$ cat src/rtl/dmem_arb_pkg.sv
// ----------------------------------------------------------------------------
// dmem_arb_pkg
//   Shared types and defaults for the data memory arbiter.
//   dmem_arb_state_t : arbiter FSM states (IDLE, ACCESS, RESP)
//   dmem_port_t      : requester identity (PORT_A = core, PORT_B = DMA/debug)
//   MEM_BYTES_DEFAULT: default size of the legal byte-address window
// ----------------------------------------------------------------------------
package dmem_arb_pkg;

  typedef enum logic [1:0] {
    IDLE,
    ACCESS,
    RESP
  } dmem_arb_state_t;

  typedef enum logic {
    PORT_A,
    PORT_B
  } dmem_port_t;

  localparam int MEM_BYTES_DEFAULT = 1024;

endpackage

$ cat src/rtl/rr_arbiter2.sv
// ----------------------------------------------------------------------------
// rr_arbiter2
//   Two-way round-robin arbiter, purely combinational.
//   Ports:
//     a_req, b_req  in  request lines of port A / port B
//     last_grant    in  port that completed the most recent access
//     grant_valid   out at least one request present
//     grant_port    out winning port (PORT_A / PORT_B)
// ----------------------------------------------------------------------------
module rr_arbiter2
  import dmem_arb_pkg::*;
(
  input  logic a_req,
  input  logic b_req,
  input  logic last_grant,
  output logic grant_valid,
  output logic grant_port
);

  always_comb begin
    grant_valid = a_req | b_req;
    grant_port  = PORT_A;
    if (a_req && b_req) begin
      // On a tie the port that was not served last wins.
      grant_port = (last_grant == PORT_A) ? PORT_B : PORT_A;
    end else if (b_req) begin
      grant_port = PORT_B;
    end
  end

endmodule

$ cat src/rtl/data_memory_arbiter.sv
// ----------------------------------------------------------------------------
// data_memory_arbiter
//   Shares one single-port data memory between port A (core load/store) and
//   port B (DMA/debug). One access in flight, round-robin on ties, each access
//   is range/alignment checked; faulting accesses never reach the memory.
//   Ports:
//     CLK, Reset                 clock (rising edge), async active-high reset
//     a_req/a_we/a_addr/a_wdata  port A command, held until a_ack
//     a_ack/a_err/a_rdata        port A response (one-cycle ack pulse)
//     b_*                        same set for port B
//     MemRead/MemWrite           registered memory strobes
//     Address/WriteData          registered memory address / write data
//     ReadData                   combinational memory read data
//     busy                       FSM not in IDLE
// ----------------------------------------------------------------------------
module data_memory_arbiter
  import dmem_arb_pkg::*;
#(
  parameter int ADDR_W    = 32,
  parameter int DATA_W    = 32,
  parameter int MEM_BYTES = MEM_BYTES_DEFAULT
) (
  input  logic              CLK,
  input  logic              Reset,
  input  logic              a_req,
  input  logic              a_we,
  input  logic [ADDR_W-1:0] a_addr,
  input  logic [DATA_W-1:0] a_wdata,
  output logic              a_ack,
  output logic              a_err,
  output logic [DATA_W-1:0] a_rdata,
  input  logic              b_req,
  input  logic              b_we,
  input  logic [ADDR_W-1:0] b_addr,
  input  logic [DATA_W-1:0] b_wdata,
  output logic              b_ack,
  output logic              b_err,
  output logic [DATA_W-1:0] b_rdata,
  output logic              MemRead,
  output logic              MemWrite,
  output logic [ADDR_W-1:0] Address,
  output logic [DATA_W-1:0] WriteData,
  input  logic [DATA_W-1:0] ReadData,
  output logic              busy
);

  dmem_arb_state_t r_state, w_next_state;
  dmem_port_t      r_last_grant;
  dmem_port_t      r_port;
  logic            r_we;

  logic              r_mem_read, r_mem_write;
  logic [ADDR_W-1:0] r_address;
  logic [DATA_W-1:0] r_write_data;
  logic              r_a_ack, r_a_err, r_b_ack, r_b_err;
  logic [DATA_W-1:0] r_a_rdata, r_b_rdata;

  logic              w_grant_valid;
  logic              w_grant_port;
  logic              w_sel_we;
  logic [ADDR_W-1:0] w_sel_addr;
  logic [DATA_W-1:0] w_sel_wdata;
  logic              w_fault;

  rr_arbiter2 u_rr (
    .a_req       (a_req),
    .b_req       (b_req),
    .last_grant  (r_last_grant),
    .grant_valid (w_grant_valid),
    .grant_port  (w_grant_port)
  );

  // Command of the winning port, only meaningful in IDLE.
  always_comb begin
    w_sel_we    = a_we;
    w_sel_addr  = a_addr;
    w_sel_wdata = a_wdata;
    if (w_grant_port == PORT_B) begin
      w_sel_we    = b_we;
      w_sel_addr  = b_addr;
      w_sel_wdata = b_wdata;
    end
  end

  // Misalignment and out-of-range collapse into a single error.
  assign w_fault = (w_sel_addr[1:0] != 2'b00) ||
                   (w_sel_addr >= ADDR_W'(MEM_BYTES));

  always_ff @(posedge CLK or posedge Reset) begin
    if (Reset) r_state <= IDLE;
    else       r_state <= w_next_state;
  end

  always_comb begin
    w_next_state = r_state;
    case (r_state)
      IDLE:    if (w_grant_valid) w_next_state = w_fault ? RESP : ACCESS;
      ACCESS:  w_next_state = RESP;
      RESP:    w_next_state = IDLE;
      default: w_next_state = IDLE;
    endcase
  end

  always_ff @(posedge CLK or posedge Reset) begin
    if (Reset) begin
      r_last_grant <= PORT_B;
      r_port       <= PORT_A;
      r_we         <= 1'b0;
      r_mem_read   <= 1'b0;
      r_mem_write  <= 1'b0;
      r_address    <= '0;
      r_write_data <= '0;
      r_a_ack      <= 1'b0;
      r_a_err      <= 1'b0;
      r_b_ack      <= 1'b0;
      r_b_err      <= 1'b0;
      r_a_rdata    <= '0;
      r_b_rdata    <= '0;
    end else begin
      // ack/err are single-cycle pulses.
      r_a_ack <= 1'b0;
      r_a_err <= 1'b0;
      r_b_ack <= 1'b0;
      r_b_err <= 1'b0;
      case (r_state)
        IDLE: begin
          if (w_grant_valid) begin
            r_port <= dmem_port_t'(w_grant_port);
            r_we   <= w_sel_we;
            if (!w_fault) begin
              r_address    <= w_sel_addr;
              r_write_data <= w_sel_wdata;
              r_mem_read   <= ~w_sel_we;
              r_mem_write  <= w_sel_we;
            end else if (w_grant_port == PORT_A) begin
              // Faults answer straight away, memory stays untouched.
              r_a_ack   <= 1'b1;
              r_a_err   <= 1'b1;
              r_a_rdata <= '0;
            end else begin
              r_b_ack   <= 1'b1;
              r_b_err   <= 1'b1;
              r_b_rdata <= '0;
            end
          end
        end
        ACCESS: begin
          r_mem_read  <= 1'b0;
          r_mem_write <= 1'b0;
          if (r_port == PORT_A) begin
            r_a_ack   <= 1'b1;
            r_a_rdata <= r_we ? '0 : ReadData;
          end else begin
            r_b_ack   <= 1'b1;
            r_b_rdata <= r_we ? '0 : ReadData;
          end
        end
        RESP: begin
          r_last_grant <= r_port;
        end
        default: ;
      endcase
    end
  end

  assign MemRead   = r_mem_read;
  assign MemWrite  = r_mem_write;
  assign Address   = r_address;
  assign WriteData = r_write_data;
  assign a_ack     = r_a_ack;
  assign a_err     = r_a_err;
  assign a_rdata   = r_a_rdata;
  assign b_ack     = r_b_ack;
  assign b_err     = r_b_err;
  assign b_rdata   = r_b_rdata;
  assign busy      = (r_state != IDLE);

endmodule

$ cat config.mk
export PLATFORM = sky130hd
export DESIGN_NAME = data_memory_arbiter
export DESIGN_NICKNAME = d
export VERILOG_FILES = /design/src/rtl/dmem_arb_pkg.sv /design/src/rtl/rr_arbiter2.sv /design/src/rtl/data_memory_arbiter.sv
export SDC_FILE = /design/constraint.sdc
export NUM_CORES = 1
export LEC_CHECK = 0
export ABC_CLOCK_PERIOD_IN_PS = 7500
export CORE_ASPECT_RATIO = 0.8
export CORE_MARGIN = 2
export CORE_UTILIZATION = 40
export CTS_CLUSTER_SIZE = 10
export DETAILED_ROUTE_END_ITERATION = 10
export GPL_TIMING_DRIVEN = 0
export PLACE_DENSITY_LB_ADDON = 0.2
export SLEW_MARGIN = 20
export SYNTH_ARGS = -nofsm -noshare
export SYNTH_HDL_FRONTEND = slang
export SYNTH_SLANG_ARGS = --single-unit
$ cat constraint.sdc
create_clock -name CLK -period 7.5 [get_ports CLK]
set_clock_uncertainty 0.2 [all_clocks]
set_input_delay 1.5 -clock CLK [delete_from_list [all_inputs] [get_ports CLK]]
set_output_delay 1.5 -clock CLK [all_outputs]
set_load 0.02 [all_outputs]
# --- Word-level counts from Yosys, hierarchy flattened ---
# Index checks and enable logic that the tools add are counted.
totals:
  mem_bits_ro: 0
  word_cells: 76
  memories: 0
  mem_bits_rw: 0
  register_bits: 139
  latchBits: 0
  output_inout_bits: 135
classes:
  n_mux: 38
  bitwise_logic: 3
  eq_ne: 9
  mul: 0
  n_div: 0
  order_cmp: 1
  n_shift: 0
  addsub: 0
  n_reduce_logical: 11
op_table:
  columns: ["op", "n"]
  rows:
  - ["32-bit two-way mux", 11]
  - ["32-bit one-hot mux with 2 select lines", 2]
  - ["32-bit by 11-bit >= comparator with 1-bit output, second input constant", 1]
  - ["1-bit two-way mux", 18]
  - ["2-bit inequality test, second input constant", 6]
  - ["5-bit AND reduction", 2]
  - ["1-bit one-hot mux with 2 select lines", 4]
  - ["3-bit AND reduction", 2]
  - ["2-bit nonzero test", 3]
  - ["2-bit two-way mux", 2]
  - ["2-bit one-hot mux with 2 select lines", 1]
  - ["2-bit by 1-bit == test with 1-bit output, second input constant", 1]
  - ["2-bit == test, second input constant", 1]
  - ["2-bit logical NOT", 1]
  - ["2-bit by 1-bit inequality test with 1-bit output, second input constant", 1]
  - ["1-bit NOT", 2]
  - ["2-bit AND reduction", 1]
  - ["1-bit logical AND", 1]
  - ["1-bit logical OR", 1]
  - ["1-bit bitwise OR", 1]

# --- Longest topological paths before layout ---
# Gate-level depths: netlist of run 1.
depth:
  word_depth: 8
  depth_mapped: 8

# --- Modules after synthesis ---
# Synthesis of run 1 repeated with hierarchy kept, for this count alone.
unflattened:
  cells_unflattened: 462
  hier_area_um2: 5721.7
modules_own_cells:
  columns: ["module", "seq_area_each_um2", "n_inst", "cells_per_inst", "area_per_inst_um2"]
  rows:
  - ["data_memory_arbiter", 3479.6, 1, 460, 5708.0]
  - ["rr_arbiter2", 0.0, 1, 2, 13.8]

# --- Worst setup path after synthesis of run 1 ---
# No wires, ideal clock.
synth_timing:
  path_kind: "input to register"
  startpoint: "input a_addr[16]"
  endpoint: "register r_write_data[10], in the netlist WriteData[10]"
  path_slack_ps: 4014
  path_stages: 6
  required_ps: 7175
  arrival_time_ps: 3161
  n_path_buf: 2
  path_cell_list: "or4_1 > nor4_4 > o21bai_2 > buf_4 > buf_6 > mux2_4"
synth_between:
  elab_chain_cells: 5
synth_rtl:
  columns: ["item", "line_no", "text"]
  rows:
  - ["start, declared", "data_memory_arbiter.sv:27", "input logic [ADDR_W-1:0] a_addr,"]
  - ["32-bit two-way mux", "data_memory_arbiter.sv:78", "if (w_grant_port == PORT_B) begin"]
  - ["32-bit by 11-bit >= comparator with 1-bit output", "data_memory_arbiter.sv:87", "(w_sel_addr >= ADDR_W'(MEM_BYTES));"]
  - ["1-bit logical OR", "data_memory_arbiter.sv:86", "assign w_fault = (w_sel_addr[1:0] != 2'b00) ||"]
  - ["1-bit NOT (no source line)", null, null]
  - ["3-bit AND reduction (no source line)", null, null]
  - ["end signal, assigned", "data_memory_arbiter.sv:132", "r_write_data <= w_sel_wdata;"]
  - ["end, declared", "data_memory_arbiter.sv:54", "logic [DATA_W-1:0] r_write_data;"]
# Every way passes these cells.
# A chain may end at the register's enable or synchronous reset.

# --- Worst setup path in the final report of run 1 ---
layout_timing:
  startpoint: "input b_req"
  endpoint: "register r_write_data[8], in the netlist WriteData[8]"
layout_between:
  elab_chain_cells: 7
  word_cells_on_any_way: 11
  classes_between: "order compare (1); mux (4); bitwise (2); reduce/logical (4)"
layout_rtl:
  columns: ["item", "line_no", "text"]
  rows:
  - ["start, declared", "data_memory_arbiter.sv:32", "input logic b_req,"]
  - ["1-bit two-way mux / 1-bit logical AND (equally long branches)", "rr_arbiter2.sv:26, rr_arbiter2.sv:23", null]
  - ["1-bit two-way mux", "rr_arbiter2.sv:23", "if (a_req && b_req) begin"]
  - ["32-bit two-way mux", "data_memory_arbiter.sv:78", null]
  - ["32-bit by 11-bit >= comparator with 1-bit output / 2-bit nonzero test (equally long branches)", "data_memory_arbiter.sv:87, data_memory_arbiter.sv:86", null]
  - ["1-bit logical OR", "data_memory_arbiter.sv:86", null]
  - ["1-bit NOT (no source line)", null, null]
  - ["3-bit AND reduction (no source line)", null, null]
# Several ways; a longest one is shown, not always the timed one.

==> flow_metrics.env, run 1 <==
export IMPL_worstPathArrival_ns=3.89
export IMPL_synth_nets=623
export IMPL_hold_viol=0
export IMPL_gp_congestion=0.897
export IMPL_postCtsSetupBuffers=0
export IMPL_fin_ws_ns=3.72
export IMPL_hpwl_um=14200
export IMPL_timing_fmax_mhz=265
export IMPL_required_ns=7.61
export IMPL_grt_ovfl_total=0
export IMPL_pre_cts_slack_ns=3.28
export IMPL_synth_cells=457
export IMPL_clock_latency_ns=0.42
export IMPL_antenna_found_initial=0
export IMPL_num_io_pins=301
export IMPL_grt_pass1_wl_um=29400
export IMPL_ys_seq_area_share_pct=59.8
export IMPL_drt_wirelength_per_cell_um=18.9
export IMPL_drt_wl_total_um=18400
export IMPL_grt_pass1_vias=5279
export IMPL_route_detailed_drc=0
export IMPL_critPathMaxFanout=10
export IMPL_drt_initial_drc_count=227
export IMPL_first_pass_iters=4
export IMPL_postCtsHoldBufs=0
export IMPL_setup_viol=0
export IMPL_portBuffers=300
export IMPL_path_class="in -> reg"
export IMPL_endpoint_kind="flop"
export IMPL_drv_cap=0
export IMPL_clock_sinks=139
export IMPL_rsz0062_at_grt="false"
export IMPL_final_cell_mix="clkdlybuf4s50_1, dfrtp_1, mux2_2"
export IMPL_core_area_um2=14200
export IMPL_grt_max_degree=77
export IMPL_dieArea_um2=15500
export IMPL_num_antenna_cells=0
export IMPL_outcome="complete, no violations"
export IMPL_avgSynthCellArea_um2=12.7
export IMPL_clock_path_buffers=2
export IMPL_min_period_over_period_pct=50.3
export IMPL_h_tree_depth=4
export IMPL_finalNetCount=943
export IMPL_drv_slew=0
export IMPL_drtAntennaViolNets=0
export IMPL_cts_buffers=17
export IMPL_p_leak_nw=4.49
export IMPL_grt_usage_pct=24.3
export IMPL_stdcell_count=974
export IMPL_post_route_util_pct=68.3
export IMPL_ir_drop_mv=0.247
export IMPL_cts_root_buf="clkbuf_16"
export IMPL_postCtsResizedCells=0
export IMPL_period_needed_ns=3.78
export IMPL_min_path_type="reg -> reg"
export IMPL_dieHeight_um=112
export IMPL_syn2layout_area_growth_pct=67.1
export IMPL_vias_per_cell=5.04
export IMPL_synth_cell_types=38
export IMPL_start_util_pct=40.9
export IMPL_synth_seq_cells=139
export IMPL_p_per_area_nw_per_um2=192
export IMPL_rows=39
export IMPL_chipWidth_um=139
export IMPL_drive_gt1_share_pct=16.2
export IMPL_cts_clk_slew_worst_paths_ns=0.06
export IMPL_fin_tns_setup_ns=0
export IMPL_vias=4906
export IMPL_syn_area_um2=5820
export IMPL_yosysWarningCount=0
export IMPL_dp_cells=942
export IMPL_start_kind="input port"
export IMPL_cts_tree="yes"
export IMPL_worst_pin_slew_ns=0.723
export IMPL_slew_headroom_pct=51.6
export IMPL_final_common_cell="clkdlybuf4s50_1"
[stage by stage]
step | hold slack, ns | power (mW) | cell area [um^2]
3_5_place_dp | 0.265 | 0.983 | 9090
2_1_floorplan | 0.251 | 0.858 | 5820
5_1_grt | 0.293 | 1.94 | 9730
4_1_cts | 0.279 | 1.89 | 9730
3_3_place_gp | 0.258 | 0.977 | 9050
6_report | 0.275 | 1.87 | 9730
[final timing paths]
path / from / to / slack, ns / cells past startpoint
max: b_req / WriteData[8] / 3.72 / 9
min: b_rdata[31] / b_rdata[31] / 0.28 / 1
max reg2reg: r_state[1] / a_rdata[22] / 4.93 / 6
min reg2reg: b_rdata[31] / b_rdata[31] / 0.28 / 1
max in group asynchronous: Reset / b_rdata[20] / 5.08 / 3
min in group asynchronous: Reset / WriteData[1] / 1.30 / 2
[cells by family after synthesis]
group | after synthesis | synth area share (%)
flip-flops | 139 | 59.8
AO/OA/AOI/OAI | 75 | 11.0
multiplexers | 83 | 16.2
AND/OR/NAND/NOR | 123 | 10.2
buffers and inverters | 37 | 2.79
[cells in the mapped netlist, drive strengths merged]
master / instances / area (um^2)
dfstp: 1 / 26.3
nand3: 1 / 5.00
o22ai: 1 / 6.26
mux2i: 3 / 30.0
o31a: 1 / 8.76
nand2: 40 / 150
o22a: 1 / 8.76
buf: 14 / 76.3
clkbuf: 16 / 60.1
a211o: 1 / 8.76
or3: 1 / 6.26
mux2: 80 / 912
nand3b: 1 / 7.51
dfrtp: 138 / 3450
a31o: 1 / 8.76
or4: 2 / 18.8
nand2b: 1 / 6.26
a32o: 32 / 320
a21oi: 1 / 5.00
a21o: 32 / 240
nor4: 11 / 83.8
inv: 7 / 26.3
a21boi: 2 / 15.0
and2: 24 / 150
nor3: 1 / 5.00
o21ai: 2 / 10.0
nand4: 2 / 12.5
nor2: 38 / 143
o21bai: 1 / 11.3
or2: 1 / 6.26
[worst max-delay path, stage by stage]
cell,delay [ns]
clkdlybuf4s50_1,0.51
a21boi_1,0.29
buf_2,0.31
nand3_1,0.11
nor2_1,0.35
o21bai_2,0.15
buf_4,0.21
buf_6,0.16
mux2_4,0.30
[routing by layer]
layer	up-vias	track usage (%)	part of all wire [%]
met5	-	0	0
li1	2266	-	-
met2	193	39.3	48
met1	2409	30.7	42
met4	0	9.56	2.7
met3	38	7.78	6.8
[power breakdown]
part           leakage, nW  total, mW  internal, mW  switching (mW)
Sequential            1.92      0.763         0.758         0.00534
Combinational         2.27      0.206         0.120          0.0856
Clock                0.307      0.903         0.563           0.340
Total                 4.49       1.87          1.44           0.431
[state kept, by name, indices dropped and copies added, names as in the netlist]
register / cells
b_err: 1
MemRead: 1
b_rdata: 32
r_state: 2
b_ack: 1
a_rdata: 32
a_err: 1
r_we: 1
Address: 32
MemWrite: 1
WriteData: 32
r_port: 1
r_last_grant: 1
a_ack: 1
[final cells by class]
cell class | instances | area (um^2)
Buffer | 30 | 136
Clock buffer | 17 | 425
Clock inverter | 15 | 213
Fill cell | 1060 | 4520
Inverter | 7 | 33.8
Multi-Input combinational cell | 281 | 2180
Sequential cell | 139 | 3480
Tap cell | 184 | 230
Timing Repair Buffer | 301 | 3030
No activity file was read; power rests on OpenSTA's default activity.
==> run 2: changes to the inputs <==
--- a/config.mk
+++ b/config.mk
@@ -5,10 +5,10 @@
 export SDC_FILE = /design/constraint.sdc
 export NUM_CORES = 1
 export LEC_CHECK = 0
-export ABC_CLOCK_PERIOD_IN_PS = 7500
+export ABC_CLOCK_PERIOD_IN_PS = 3000
 export CORE_ASPECT_RATIO = 0.8
 export CORE_MARGIN = 2
-export CORE_UTILIZATION = 40
+export CORE_UTILIZATION = 36
 export CTS_CLUSTER_SIZE = 10
 export DETAILED_ROUTE_END_ITERATION = 10
 export GPL_TIMING_DRIVEN = 0
==> constraint.sdc (replaced) <==
create_clock -name CLK -period 3 [get_ports CLK]
set_clock_uncertainty 0.2 [all_clocks]
set_input_delay 0.6 -clock CLK [delete_from_list [all_inputs] [get_ports CLK]]
set_output_delay 0.6 -clock CLK [all_outputs]
set_load 0.02 [all_outputs]
==> run 2 against run 1 <==
Net effect:
- combinational power rose to 2.5 times the previous value
- non-clock buffer count increased by 3
- worst setup slack lost 3.6 ns
- critical path type unchanged
==> flow_metrics.env, run 2 (same netlist as run 1, synthesis figures left out) <==
export IMPL_outcome="complete, no violations"
export IMPL_final_cell_mix="clkdlybuf4s50_1, dfrtp_1, mux2_2"
export IMPL_cts_tree="yes"
export IMPL_fin_ws_ns=0.119
export IMPL_core_area_um2=15800
export IMPL_worstPathArrival_ns=2.97
export IMPL_drive_gt1_share_pct=16.8
export IMPL_hold_viol=0
export IMPL_rr_worst_depth=6
export IMPL_postCtsResizedCells=0
export IMPL_rsz0062_at_grt="false"
export IMPL_placed_area_um2=9180
export IMPL_crit_buf_inv=3
export IMPL_cts_clk_slew_worst_paths_ns=0.06
export IMPL_vias=4859
export IMPL_drtAntennaViolNets=0
export IMPL_regArea_um2=3480
export IMPL_num_antenna_cells=0
export IMPL_required_ns=3.09
export IMPL_syn2layout_area_growth_pct=67.8
export IMPL_postCtsHoldBufs=0
export IMPL_drv_slew=0
export IMPL_worst_pin_slew_ns=0.695
export IMPL_num_io_pins=301
export IMPL_r2r_start="r_state[0]"
export IMPL_route_detailed_drc=0
export IMPL_p_per_area_nw_per_um2=457
export IMPL_postCtsSetupBuffers=0
export IMPL_antenna_found_initial=0
export IMPL_portBuffers=300
export IMPL_min_path_cells=1
export IMPL_dieArea_um2=17200
export IMPL_min_path_type="reg -> reg"
export IMPL_crit_family="simple AND/OR/NAND/NOR gates"
export IMPL_dieHeight_um=118
export IMPL_ir_drop_mv=0.360
export IMPL_path_class="in -> reg"
export IMPL_final_common_cell="clkdlybuf4s50_1"
export IMPL_drv_cap=0
export IMPL_slowest_delay_ns=0.67
export IMPL_pre_cts_slack_ns=-0.392
export IMPL_grt_usage_pct=21.6
export IMPL_rrSetupSlack_ns=0.27
export IMPL_critPathMaxFanout=10
export IMPL_hpwl_um=14400
export IMPL_drt_initial_drc_count=224
export IMPL_r2r_end="a_rdata[27]"
export IMPL_drt_wl_total_um=18200
export IMPL_stdcell_area_um2=9770
export IMPL_endpoint_kind="flop"
export IMPL_setup_viol=0
export IMPL_min_period_over_period_pct=96.0
export IMPL_grt_pass1_wl_um=29000
export IMPL_cts_buffers=17
export IMPL_vias_per_cell=4.82
export IMPL_grt_max_degree=35
export IMPL_grt_pass1_vias=5169
export IMPL_cts_root_buf="clkbuf_16"
export IMPL_slew_headroom_pct=53.5
export IMPL_rows=41
export IMPL_clock_sinks=139
export IMPL_path_cells="clkdlybuf4s50_1 -> or4_1 -> nor4_4 -> o21bai_2 -> buf_4 -> buf_6 -> mux2_4"
export IMPL_h_tree_depth=4
export IMPL_start_kind="input port"
export IMPL_gp_congestion=0.804
export IMPL_start_util_pct=36.8
export IMPL_multi_input_area_um2=2180
export IMPL_clock_latency_ns=0.41
export IMPL_finalNetCount=946
export IMPL_fillCellCount=1272
export IMPL_grt_ovfl_total=0
export IMPL_drt_wirelength_per_cell_um=18.0
export IMPL_p_leak_nw=4.49
export IMPL_period_needed_ns=2.88
export IMPL_first_pass_iters=4
export IMPL_hold_end="b_rdata[15]"
export IMPL_min_delay_start="b_rdata[15]"
export IMPL_slowest_stage="or4_1"
export IMPL_timing_fmax_mhz=347
export IMPL_clock_path_buffers=2
export IMPL_chipWidth_um=146
run 2: final cells by class:
cell class	count	share of cell area, %
clock inverters	13	1.37
flip-flops and latches	139	35.6
well taps	215	2.75
repair buffers	304	31.6
multi-input cells	281	22.3
plain buffers	30	1.41
clock buffers	19	4.64
inverters	7	0.307
run 2: worst register-to-register path, stage by stage, from the launching register on:
cell and delay [ns]:
dfrtp_1 0.44, nor2_1 0.28, o21ai_0 0.24, or2_2 0.38
o22ai_1 0.42, clkbuf_1 0.46, a32o_1 0.25
run 2: where the power goes:
part	total [mW]	internal [mW]	switching (mW)
combinational	0.522	0.308	0.215
clock	2.03	1.21	0.827
sequential	1.91	1.89	0.0125
run 2: worst max-delay path by stage:
stage | start | endpoint | slack, ns | cells past startpoint
2_1_floorplan | a_addr[16] | WriteData[10] | 0.41 | 6
3_3_place_gp | Reset | Address[27] | -0.69 | 2
3_5_place_dp | b_req | WriteData[10] | -0.39 | 9
4_1_cts | b_req | WriteData[10] | 0.05 | 9
5_1_grt | a_addr[16] | Address[16] | 0.03 | 7
6_report | a_addr[16] | WriteData[10] | 0.12 | 7
run 2: routing by layer:
metal  global-route usage (%)  vias to the layer above  share of wire, %
met3                     6.20                       27               6.4
met2                     36.7                      187                50
met4                     7.34                        0               2.0
met1                     26.5                     2370                41
met5                        0                        -                 0
li1                         -                     2275                 -
run 2: stage by stage:
stage / utilization, % / setup TNS [ns] / total power [mW] / cells / hold slack [ns]
final: 61.8 / 0 / 4.46 / 1008 / 0.277
after floorplan: - / 0 / 2.15 / 457 / 0.251
after detailed placement: 58.1 / -31.21 / 2.47 / 976 / 0.265
after global routing: 61.8 / 0 / 4.66 / 1008 / 0.292
after global placement: 57.6 / -115.37 / 2.44 / 972 / 0.258
after CTS: 61.8 / 0 / 4.52 / 1008 / 0.279
==> run 3: changes to the inputs <==
--- a/config.mk
+++ b/config.mk
@@ -6,6 +6,7 @@
 export NUM_CORES = 1
 export LEC_CHECK = 0
 export ABC_CLOCK_PERIOD_IN_PS = 3000
+export CAP_MARGIN = 20
 export CORE_ASPECT_RATIO = 0.8
 export CORE_MARGIN = 2
 export CORE_UTILIZATION = 36
==> results of run 3 <==
Same layout as run 2: the final DEF is identical, and so are final timing and power.
